<file path="src/rtl/lvds_align_pkg.sv">
// Shared constants for the LVDS word aligner: FSM state codes, the default
// training word and a constant-safe ceiling log2.
package lvds_align_pkg;

   localparam logic [1:0] ST_IDLE   = 2'd0;
   localparam logic [1:0] ST_SEARCH = 2'd1;
   localparam logic [1:0] ST_VERIFY = 2'd2;
   localparam logic [1:0] ST_LOCKED = 2'd3;

   localparam logic [47:0] DEFAULT_TRAIN_PATTERN = 48'hA5C3_0F96_E17B;

   // Ceiling log2 with a floor of 1 bit, so single-value counters still get a port width.
   function automatic int clog2(input int value);
      int result;
      result = 1;
      for (int i = 1; i < 31; i++) begin
         if ((1 << i) < value) result = i + 1;
      end
      return result;
   endfunction

endpackage

</file>
<file path="src/rtl/lvds_align_fsm.sv">
// Alignment controller: walks the beat offset until the training word is seen
// LOCK_CNT times in a row, then holds that offset while the word keeps matching.
module lvds_align_fsm
   import lvds_align_pkg::*;
#(
   parameter int  WORD_BEATS = 6,
   parameter int  LOCK_CNT   = 4,
   parameter int  MISS_LIMIT = 3,
   localparam int OFS_W      = clog2(WORD_BEATS)
) (
   input  logic             I_clk,
   input  logic             I_rstn,
   input  logic             I_train,
   input  logic             I_slip,
   input  logic             I_boundary,
   input  logic             I_match,
   output logic [OFS_W-1:0] O_offset,
   output logic             O_locked,
   output logic             O_align_err,
   output logic [1:0]       O_state
);

   localparam int MC_W    = clog2(LOCK_CNT);
   localparam int MISS_W  = clog2(MISS_LIMIT);
   localparam int SWEEP_W = clog2(2 * WORD_BEATS);

   localparam logic [OFS_W-1:0]   OFS_LAST   = OFS_W'(WORD_BEATS - 1);
   localparam logic [MC_W-1:0]    MC_LAST    = MC_W'(LOCK_CNT - 1);
   localparam logic [MISS_W-1:0]  MISS_LAST  = MISS_W'(MISS_LIMIT - 1);
   localparam logic [SWEEP_W-1:0] SWEEP_LAST = SWEEP_W'(2 * WORD_BEATS - 1);

   logic [1:0]         state_q,  state_d;
   logic [OFS_W-1:0]   offset_q, offset_d;
   logic [MC_W-1:0]    mc_q,     mc_d;
   logic [MISS_W-1:0]  miss_q,   miss_d;
   logic [SWEEP_W-1:0] sweep_q,  sweep_d;
   logic               err_q,    err_d;
   logic [OFS_W-1:0]   ofs_inc;

   assign ofs_inc = (offset_q == OFS_LAST) ? '0 : offset_q + 1'b1;

   always_comb begin
      // NOTE: every next-state signal takes its hold value first, so no path through the case infers a latch.
      state_d  = state_q;
      offset_d = offset_q;
      mc_d     = mc_q;
      miss_d   = miss_q;
      sweep_d  = sweep_q;
      err_d    = err_q;

      case (state_q)
         ST_IDLE: begin
            if (I_slip) offset_d = ofs_inc;
            if (I_train) begin
               state_d = ST_SEARCH;
               sweep_d = '0;
               mc_d    = '0;
            end
         end

         ST_SEARCH: begin
            if (!I_train) begin
               state_d = ST_IDLE;
               err_d   = 1'b0;
               sweep_d = '0;
            end else if (I_boundary) begin
               if (I_match) begin
                  sweep_d = '0;
                  if (LOCK_CNT == 1) begin
                     state_d = ST_LOCKED;
                     err_d   = 1'b0;
                     miss_d  = '0;
                  end else begin
                     state_d = ST_VERIFY;
                     mc_d    = MC_W'(1);
                  end
               end else begin
                  offset_d = ofs_inc;
                  // Two full sweeps without a hit: flag it and keep hunting.
                  if (sweep_q == SWEEP_LAST) begin
                     err_d   = 1'b1;
                     sweep_d = '0;
                  end else begin
                     sweep_d = sweep_q + 1'b1;
                  end
               end
            end
         end

         ST_VERIFY: begin
            if (!I_train) begin
               state_d = ST_IDLE;
               err_d   = 1'b0;
               mc_d    = '0;
            end else if (I_boundary) begin
               if (I_match) begin
                  if (mc_q == MC_LAST) begin
                     state_d = ST_LOCKED;
                     err_d   = 1'b0;
                     miss_d  = '0;
                     mc_d    = '0;
                  end else begin
                     mc_d = mc_q + 1'b1;
                  end
               end else begin
                  state_d  = ST_SEARCH;
                  offset_d = ofs_inc;
                  mc_d     = '0;
               end
            end
         end

         ST_LOCKED: begin
            if (I_slip) begin
               state_d  = ST_IDLE;
               offset_d = ofs_inc;
               miss_d   = '0;
            end else if (I_train && I_boundary) begin
               if (I_match) begin
                  miss_d = '0;
               end else if (miss_q == MISS_LAST) begin
                  state_d  = ST_SEARCH;
                  offset_d = ofs_inc;
                  miss_d   = '0;
                  sweep_d  = '0;
               end else begin
                  miss_d = miss_q + 1'b1;
               end
            end
         end

         default: state_d = ST_IDLE;
      endcase
   end

   always_ff @(posedge I_clk or negedge I_rstn) begin
      if (!I_rstn) begin
         state_q  <= ST_IDLE;
         offset_q <= '0;
         mc_q     <= '0;
         miss_q   <= '0;
         sweep_q  <= '0;
         err_q    <= 1'b0;
      end else begin
         // NOTE: state registers use non-blocking assignments so every flop samples pre-edge values.
         state_q  <= state_d;
         offset_q <= offset_d;
         mc_q     <= mc_d;
         miss_q   <= miss_d;
         sweep_q  <= sweep_d;
         err_q    <= err_d;
      end
   end

   assign O_offset    = offset_q;
   assign O_locked    = (state_q == ST_LOCKED);
   assign O_align_err = err_q;
   assign O_state     = state_q;

endmodule

</file>
<file path="src/rtl/lvds_word_aligner.sv">
// Gearbox from LANES x 2-bit DDR beats to OUT_W-bit words, with the beat offset
// chosen by lvds_align_fsm from a training pattern or by manual slips.
module lvds_word_aligner
   import lvds_align_pkg::*;
#(
   parameter int  LANES      = 4,
   parameter int  WORD_BEATS = 6,
   parameter logic [2*LANES*WORD_BEATS-1:0] TRAIN_PATTERN = DEFAULT_TRAIN_PATTERN,
   parameter int  LOCK_CNT   = 4,
   parameter int  MISS_LIMIT = 3,
   localparam int IN_W       = 2 * LANES,
   localparam int OUT_W      = IN_W * WORD_BEATS,
   localparam int OFS_W      = clog2(WORD_BEATS),
   localparam int SR_W       = (2 * WORD_BEATS - 1) * IN_W
) (
   input  logic             I_clk,
   input  logic             I_rstn,
   input  logic [IN_W-1:0]  I_data,
   input  logic             I_valid,
   input  logic             I_train,
   input  logic             I_slip,
   output logic [OUT_W-1:0] O_data,
   output logic             O_valid,
   output logic [OFS_W-1:0] O_offset,
   output logic             O_locked,
   output logic             O_align_err,
   output logic [1:0]       O_state
);

   localparam logic [OFS_W-1:0] BC_LAST = OFS_W'(WORD_BEATS - 1);

   logic [SR_W-1:0]  sr_q,   sr_d;
   logic [OFS_W-1:0] bc_q,   bc_d;
   logic [OUT_W-1:0] data_q, cand;
   logic             valid_q;
   logic             boundary;
   logic             match;
   logic [OFS_W-1:0] offset;

   // The word boundary is purely a beat count; offset changes only move the window.
   assign sr_d     = I_valid ? {sr_q[SR_W-IN_W-1:0], I_data} : sr_q;
   assign boundary = I_valid && (bc_q == BC_LAST);
   assign bc_d     = !I_valid ? bc_q : ((bc_q == BC_LAST) ? '0 : bc_q + 1'b1);

   always_comb begin
      cand = sr_d[OUT_W-1:0];
      for (int k = 1; k < WORD_BEATS; k++) begin
         if (offset == OFS_W'(k)) cand = sr_d[k*IN_W +: OUT_W];
      end
   end

   assign match = (cand == TRAIN_PATTERN);

   always_ff @(posedge I_clk or negedge I_rstn) begin
      if (!I_rstn) begin
         sr_q    <= '0;
         bc_q    <= '0;
         data_q  <= '0;
         valid_q <= 1'b0;
      end else begin
         sr_q    <= sr_d;
         bc_q    <= bc_d;
         valid_q <= boundary;
         if (boundary) data_q <= cand;
      end
   end

   lvds_align_fsm #(
      .WORD_BEATS (WORD_BEATS),
      .LOCK_CNT   (LOCK_CNT),
      .MISS_LIMIT (MISS_LIMIT)
   ) u_fsm (
      .I_clk       (I_clk),
      .I_rstn      (I_rstn),
      .I_train     (I_train),
      .I_slip      (I_slip),
      .I_boundary  (boundary),
      .I_match     (match),
      .O_offset    (offset),
      .O_locked    (O_locked),
      .O_align_err (O_align_err),
      .O_state     (O_state)
   );

   assign O_data   = data_q;
   assign O_valid  = valid_q;
   assign O_offset = offset;

endmodule
</file>
<file path="config.mk">
export PLATFORM = sky130hd
export DESIGN_NAME = lvds_word_aligner
export DESIGN_NICKNAME = d
export VERILOG_FILES = /design/src/rtl/lvds_align_pkg.sv /design/src/rtl/lvds_align_fsm.sv /design/src/rtl/lvds_word_aligner.sv
export SDC_FILE = /design/constraint.sdc
export NUM_CORES = 1
export LEC_CHECK = 0
export ABC_AREA = 1
export BUFFER_PORTS_ARGS = -buffer_cell sky130_fd_sc_hd__buf_2
export CORE_ASPECT_RATIO = 0.7
export CORE_MARGIN = 2
export CORE_UTILIZATION = 42
export CTS_CLUSTER_DIAMETER = 150
export DETAILED_ROUTE_END_ITERATION = 8
export PLACE_DENSITY = 0.68
export SYNTH_ARGS = -nofsm -noshare
export SYNTH_HDL_FRONTEND = slang
export SYNTH_SLANG_ARGS = --single-unit
</file>
<file path="constraint.sdc">
create_clock -name I_clk -period 2.4 [get_ports I_clk]
set_input_delay 0.12 -clock I_clk [delete_from_list [all_inputs] [get_ports I_clk]]
set_output_delay 0.12 -clock I_clk [all_outputs]
set_load 0.01 [all_outputs]
</file>
==> results of run 1 <==
[state kept, by name, summed over array words and instances (netlist names)]
name,cells
O_valid,1
u_fsm.O_align_err,1
u_fsm.miss_q,2
u_fsm.O_state,2
u_fsm.mc_q,2
u_fsm.O_offset,3
u_fsm.sweep_q,4
bc_q,3
sr_q,88
O_data,48
[critical path, delay by kind of cell (launching register included)]
family	cells	cell delay (ns)
simple gates	14	1.39
compound gates	1	0.17
buf+inv	4	0.62
flops	1	0.43
[where the power goes]
| part | total [mW] | internal (mW) | switching, mW | leakage, nW |
|---|---|---|---|---|
| sequential | 3.64 | 3.27 | 0.374 | 1.80 |
| clock | 2.71 | 1.45 | 1.27 | 0.262 |
| combinational | 13.3 | 5.78 | 7.50 | 5.56 |
| total | 19.6 | 10.5 | 9.14 | 7.61 |
[path summary, 6_finish.rpt]
path	from	endpoint	slack (ns)	depth (start not counted)
worst max-delay path	u_fsm.O_offset[1]$_DFFE_PN0P_	u_fsm.O_offset[0]$_DFFE_PN0P_	-0.35	19
worst min register to register	u_fsm.O_align_err$_DFFE_PN0P_	u_fsm.O_align_err$_DFFE_PN0P_	0.48	2
max in group asynchronous	I_rstn	u_fsm.sweep_q[0]$_DFFE_PN0P_	1.43	3
worst max register to register	u_fsm.O_offset[1]$_DFFE_PN0P_	u_fsm.O_offset[0]$_DFFE_PN0P_	-0.35	19
worst min-delay path	I_data[4]	sr_q[4]$_DFF_PN0_	0.02	5
min in group asynchronous	I_rstn	bc_q[0]$_DFFE_PN0P_	0.26	2
[cell families (layout without fill, tap and decap cells)]
logic type / count (synthesis) / after routing / synth area share
compound gates: 231 / 231 / 0.126
fa+ha+maj: 8 / 8 / 0.00998
buf+inv: 296 / 616 / 0.130
flops: 154 / 154 / 0.384
mux: 1 / 1 / 0.000998
simple gates: 868 / 868 / 0.349
[repair_timing]
action | CTS | global route
hold buffers | 7 | 0
pin swaps | 45 | 59
gates resized for setup | 130 | 95
endpoints found under the hold margin | 70 | 0
buffers inserted | 24 | 10
cloned | 6 | 4
setup endpoints to repair | 14 | 14
[cells in the mapped netlist]
library cell	count	area share
buf_1	2	0.00075
nor3_1	5	0.0025
nand3_4	1	0.0017
and2_1	1	0.00062
o21ai_0	103	0.051
nand3_2	4	0.0040
o21ai_1	17	0.0085
a21oi_2	3	0.0026
nand4_1	9	0.0056
a21oi_1	64	0.032
a2111oi_0	1	0.00087
o22ai_1	5	0.0031
nand2_1	632	0.24
or2_2	7	0.0044
buf_6	14	0.016
o2111ai_1	1	0.00087
a21boi_1	1	0.00075
nor2_1	118	0.044
nor2b_1	1	0.00062
o22a_1	2	0.0017
buf_8	1	0.0015
a31oi_1	14	0.0087
buf_2	25	0.012
a22oi_1	15	0.011
nor3b_2	1	0.0012
nand3_1	71	0.035
nor2_2	7	0.0044
nor2_4	2	0.0022
o21a_1	2	0.0015
clkbuf_1	22	0.0082
clkbuf_2	1	0.00050
mux2i_1	1	0.0010
o21ai_2	2	0.0017
inv_2	7	0.0026
inv_1	212	0.079
a211oi_1	1	0.00075
dfrtp_1	154	0.38
ha_1	8	0.010
nand2_2	9	0.0056
buf_4	12	0.0090
[per-layer routing]
metal | vias up | part of all wire | GRT usage
met5 | - | 0 | 0
met1 | 5340 | 0.44 | 0.404
met3 | 100 | 0.10 | 0.0785
met4 | 0 | 0.028 | 0.102
li1 | 5434 | - | -
met2 | 564 | 0.43 | 0.434
[cell type report]
class                           instances  area share
Inverter                              219      0.0594
Timing Repair Buffer                  365       0.221
Clock inverter                         14     0.00954
Tap cell                              318      0.0278
Multi-Input combinational cell       1108       0.383
Clock buffer                           18      0.0300
Sequential cell                       154       0.270
==> summary.md, run 1 <==
| Metric | Value |
|---|---|
| Status | `finished with violations` |
| Failing checks | `setup timing` |
| Antenna diode count | `0` |
| Synth Register Bits | `154` |
| Hold_ws | `0.0212 ns` |
| Most frequent cells in the layout | `nand2_1 (567), buf_4 (235), inv_1 (207), dfrtp_1 (153), nor2_1 (93)` |
| Yosys cell types | `40` |
| Clk slew on worst S/H paths | `0.07 ns` |
| Register area share after synthesis | `0.384` |
| Final core utilization | `0.608` |
| CP Class | `reg2reg` |
| Most common cell after layout, fill and taps aside | `nand2_1` |
| Setup-failing EPs final | `14` |
| Register area | `3850 sq um` |
| Vias in the first global route | `10,800` |
| DRT Wirelength | `36,800 microns` |
| Overall Power | `19.6 mW` |
| Filler cells | `2,090` |
| Cell mode on critical path | `nand2_2` |
| Syn. warnings | `0` |
| Max incr delay on CP | `0.43 ns` |
| Least-Margin Pin Slew | `0.751 ns` |
| Via/cell ratio | `5.21` |
| Initial Util | `0.426` |
| Hold WC Path Type | `in2reg` |
| Max-slew headroom | `0.486` |
| Antenna violations before repair | `0` |
| DR iter-0 viols | `1,289` |
| Core Rows | `47` |
| Crit path time final | `2.75 ns` |
| Crit path cell chain | `buf_4 -> nand3_4 -> clkinv_8 -> buf_4 -> a21oi_2 -> nand2_1 -> nand2_2 -> nand2_2 -> nor2_4 -> nand2_2 -> nor2_4 -> nand2_2 -> nor2_4 -> nand3_4 -> nand3_4 -> nand2_4 -> buf_6 -> nand4_1 -> nand2_1` |
| TritonCTS Buffers | `17` |
| RSZ-0062 raised after global routing | `true` |
| Synth Net Count | `1,579` |
| Non-filler instance count after layout | `2,196` |
| GRT overflow | `0` |
| Placed Area | `12,400 sq um` |
| Max-slew violation count | `0` |
| Critical path capture point type | `flop` |
| Area of the multi-input gates | `5470 sq um` |
| Critical path fanouts, max | `10` |
| HPWL after DPL | `24,600 microns` |
| Peak supply drop | `0.000705 V` |
| Routed vias | `11,400` |
| Placed cells | `2,114` |
| Worst EP required | `2.74 ns` |
| Dpl ws | `-0.448 ns` |
| Buffers on Ports | `68` |
| Critical Path AT | `3.09 ns` |
| Vert. Die Dim | `133 microns` |
| Tcrit/Tclk final | `1.15` |
| CTS max path bufs | `2` |
| Layout cell share with drive strength beyond 1 | `0.306` |
| CTS sink cnt | `154` |
| DIE AREA | `25,200 sq um` |
| DR pass1 iterations | `6` |
| CTS tree | `built` |
| I/O Pins | `69` |
| Fmax | `364 MHz` |
| Finished Cell Area | `14,300 sq um` |
| Worst path slowest cell | `dfrtp_1` |
| Core area | `23,500 sq um` |
| Netlist Area Pre-Place | `10,000 sq um` |
| Largest net degree at the start of global routing | `67` |
| Post-Syn Instances | `1,558` |
| Worst skew pair latency | `0.45 ns` |
| Fin worst setup slack | `-0.348 ns` |
| Clock Skews | `0.0136 ns` |
| Pwr dens | `1370 nW/um^2` |
| Drt drc | `0` |
| H-tree depth | `4` |
| WL/cell | `16.7 microns` |
| CTS root buf | `clkbuf_16` |
| MaxCap Viol Count | `0` |
| Die X | `189 microns` |
| Crit start category | `flop` |
| Number of routed nets with antenna violations | `0` |
| Setup TNS | `-4.52 ns` |
| Gpl congestion | `1.01` |
| Avg Synthesized Cell Area | `6.44 sq um` |
| Area grow syn2layout | `42.5%` |
| Leakage | `7.61 nW` |
| Total GRT Usage | `0.290` |
| First-pass GRT wire length | `56,800 microns` |
| Layout Nets | `1,886` |
| Final Hold Fails | `0` |
(Power assumes the default switching activity.)
==> run 2: changes to the inputs <==
Settings changed: SETUP_SLACK_MARGIN set to 0.3.
==> run 2 against run 1 <==
Combinational power fell by 5%. Final cell count is 1.6% lower. Critical path depth grew 3. First-iteration DRC count fell by 7.7%. The flow still finishes with violations (setup timing). Count of clock-buffer cells in the layout decreased by 1. Register-to-register slack lost 0.03 ns.
==> summary.md, run 2 (synthesis results as in run 1) <==
| Metric | Value |
|---|---|
| Max-slew headroom | `0.488 (+0.00121)` |
| Max incr delay on CP | `0.44 ns (about the same)` |
| Most frequent cells in the layout | `nand2_1 (555), inv_1 (209), buf_4 (209), dfrtp_1 (152), nor2_1 (104)` |
| Clock power frac | `0.154 (+0.016)` |
| Top layer in use | `met4` |
| Placed cells | `2,091 (-1.1%)` |
| Metal3 WL | `3600 microns (-1.6%)` |
| Largest net degree at the start of global routing | `66 (-1.5%)` |
| Drt drc | `0 (unchanged)` |
| Gpl congestion | `0.983 (-2.8%)` |
| Fmax | `360 MHz (-1.2%)` |
| HPWL after DPL | `24,600 microns (-0.38%)` |
| Status | `finished with violations` |
| Vias in the first global route | `10,400 (-3.5%)` |
| CTS tree | `built` |
| Crit start category | `flop` |
| TritonCTS Buffers | `17 (unchanged)` |
| Pwr dens | `1370 nW/um^2 (about the same)` |
| End of the worst hold path | `u_fsm.mc_q[0]$_DFFE_PN0P_` |
| Sw Pwr | `8.90 mW (-2.6%)` |
| Finished Cell Area | `13,900 sq um (-2.4%)` |
| First-pass GRT wire length | `54,400 microns (-4.3%)` |
| Max-slew violation count | `0 (unchanged)` |
| Antenna violations before repair | `0 (unchanged)` |
| Peak supply drop | `0.000835 V (+18%)` |
| Tcrit/Tclk final | `1.16 (+0.0134)` |
| Leakage | `7.42 nW (-2.6%)` |
| Total GRT Usage | `0.275 (-0.0144)` |
| Critical Path AT | `3.11 ns (+0.02 ns)` |
| Combinational Power Share | `0.655 (-0.021)` |
| WL/cell | `16.5 microns (-1.3%)` |
| Core area | `23,500 sq um (unchanged)` |
| Least-Margin Pin Slew | `0.749 ns (-0.00178 ns)` |
| Crit path time final | `2.78 ns (+0.0321 ns)` |
| Routed vias | `11,200 (-2.1%)` |
| Worst r2r src | `u_fsm.O_offset[0]$_DFFE_PN0P_` |
| Layout cell share with drive strength beyond 1 | `0.285 (-0.0212)` |
| Via/cell ratio | `5.18 (-0.47%)` |
| Cell mode on critical path | `nand2_1` |
| MaxCap Viol Count | `0 (unchanged)` |
| Setup slack, reg-to-reg | `-0.38 ns (-0.03 ns)` |
| Initial Util | `0.426 (unchanged)` |
| Sw frac | `0.464 (-0.00120)` |
| CTS sink cnt | `154 (unchanged)` |
| Non-filler instance count after layout | `2,160 (-1.6%)` |
| Worst skew pair latency | `0.45 ns (about the same)` |
| Core Rows | `47 (unchanged)` |
| Worst path slowest cell | `dfrtp_2` |
| Clk slew on worst S/H paths | `0.07 ns (about the same)` |
| Fin worst setup slack | `-0.380 ns (-0.0321 ns)` |
| Vert. Die Dim | `133 microns (unchanged)` |
| Critical path capture point type | `flop` |
| RSZ-0062 raised after global routing | `true` |
| CTS max path bufs | `2 (unchanged)` |
| Most common cell after layout, fill and taps aside | `nand2_1` |
| I/O Pins | `69 (unchanged)` |
| DRT Wirelength | `35,700 microns (-2.9%)` |
| Top reg by flops | `sr_q` |
| Layout Nets | `1,850 (-1.9%)` |
| Hold WC Path Type | `in2reg` |
| Clock Skews | `0.0108 ns (-0.00271 ns)` |
| DIE AREA | `25,200 sq um (unchanged)` |
| Die X | `189 microns (unchanged)` |
| Failing checks | `setup timing` |
| CP Class | `reg2reg` |
| Hold path cells | `5 (unchanged)` |
| Origin of the worst setup path | `u_fsm.O_offset[0]$_DFFE_PN0P_` |
| GRT overflow | `0 (unchanged)` |
| Worst EP required | `2.73 ns (about the same)` |
| Setup-failing EPs final | `14 (unchanged)` |
| Sequential power share | `0.191 (+0.006)` |
| Hold Crit Start | `I_train` |
| Met2 routed wirelength | `15,700 microns (-1.0%)` |
| Number of routed nets with antenna violations | `0 (unchanged)` |
| Max FFs per register | `88 (unchanged)` |
| Final core utilization | `0.593 (-0.0148)` |
| Antenna diode count | `0 (unchanged)` |
| Final Hold Fails | `0 (unchanged)` |
| DR iter-0 viols | `1,190 (-7.7%)` |
| Placed Area | `12,200 sq um (-1.6%)` |
| H-tree depth | `4 (unchanged)` |
| Internal | `10.3 mW (-2.1%)` |
| Buffers on Ports | `68 (unchanged)` |
| FF-to-FF path depth | `22 (+3)` |
| R2r endpoint | `u_fsm.miss_q[1]$_DFFE_PN0P_` |
| Met1 WL | `15,600 microns (-3.3%)` |
| Area grow syn2layout | `39.1%` |
| Critical path fanouts, max | `6 (-4)` |
| DR pass1 iterations | `6 (unchanged)` |
| Crit path cell chain | `buf_6 -> nand2_4 -> nor2_4 -> buf_12 -> buf_8 -> buf_16 -> buf_6 -> nand2_1 -> nand3_1 -> nand2_1 -> nand2_1 -> a21oi_2 -> buf_4 -> nand2_1 -> nor2_1 -> nand2_1 -> nor2b_4 -> nand3_2 -> nand2_2 -> nand4_1 -> nand2_1 -> o21ai_1` |
| CTS root buf | `clkbuf_16` |
| Overall Power | `19.2 mW (-2.4%)` |
## run 2: changes by cell type in the layout (fill, tap and decap cells not counted), sizes merged
cell         previous run  this run
clkinvlp                5         0
clkinv                  4         8
bufinv                  1         3
inv                   223       224
buf                   355       316
clkbuf                 21        20
dlygate4sd3             7         9
## run 2: power by group through the flow
stage,Sequential [mW],Combinational [mW],Clock [mW]
4_1_cts,3.65,10.9,2.98
3_5_place_dp,3.68,10.3,0
3_3_place_gp,3.66,10.2,0
5_1_grt,3.72,13.4,3.09
6_report,3.65,12.6,2.95
2_1_floorplan,3.84,5.13,0
## run 2: worst max-delay path, delay by kind of cell (launching register included)
kind / cells / cell delay, ns
AOI/OAI and AO/OA: 2 / 0.26
buffers and inverters: 6 / 0.81
DFF: 1 / 0.44
and+or+nand+nor: 14 / 1.17
## run 2: what timing repair did
item / CTS / global route
hold endpoints to repair: 52 / 0
gates resized for setup: 51 / 147
pin swaps: 9 / 55
buffers inserted: 7 / 13
endpoints found under the setup margin: 14 / 26
cloned: 3 / 5
hold buffers: 9 / 0
## run 2: cell type report
class | instances | area (sq um)
Fill cell | 2105 | 9570
Multi-Input combinational cell | 1108 | 5450
Sequential cell | 154 | 3860
Timing Repair Buffer | 328 | 2750
Inverter | 219 | 840
Clock buffer | 17 | 425
Tap cell | 318 | 398
Clock inverter | 15 | 209
Timing Repair inverter | 1 | 16.3
## run 2: routing by layer
metal	track usage	up-vias
met1	0.392	5270
met5	0	-
met2	0.416	498
met3	0.0651	68
li1	-	5362
met4	0.0838	0
## run 2: how the worst max path moves through the flow
stage,to,slack (ns),depth (start not counted)
floorplan,u_fsm.sweep_q[0]$_DFFE_PN0P_,-0.03,20
global placement,u_fsm.sweep_q[3]$_DFFE_PN0P_,-0.34,18
detailed placement,u_fsm.sweep_q[3]$_DFFE_PN0P_,-0.40,18
CTS,u_fsm.O_state[1]$_DFFE_PN0P_,-0.33,20
global route,u_fsm.O_state[1]$_DFFE_PN0P_,-0.52,23
finish,u_fsm.miss_q[1]$_DFFE_PN0P_,-0.38,22
## run 2: metrics by stage
step / setup slack [ns] / hold slack, ns / setup TNS, ns
after floorplan: -0.0307 / -0.176 / -0.165
after global placement: -0.342 / 0.102 / -4.30
after detailed placement: -0.398 / 0.101 / -5.08
after CTS: -0.334 / 0.0755 / -3.67
after global routing: -0.519 / 0.129 / -6.81
final: -0.380 / 0.0931 / -4.92
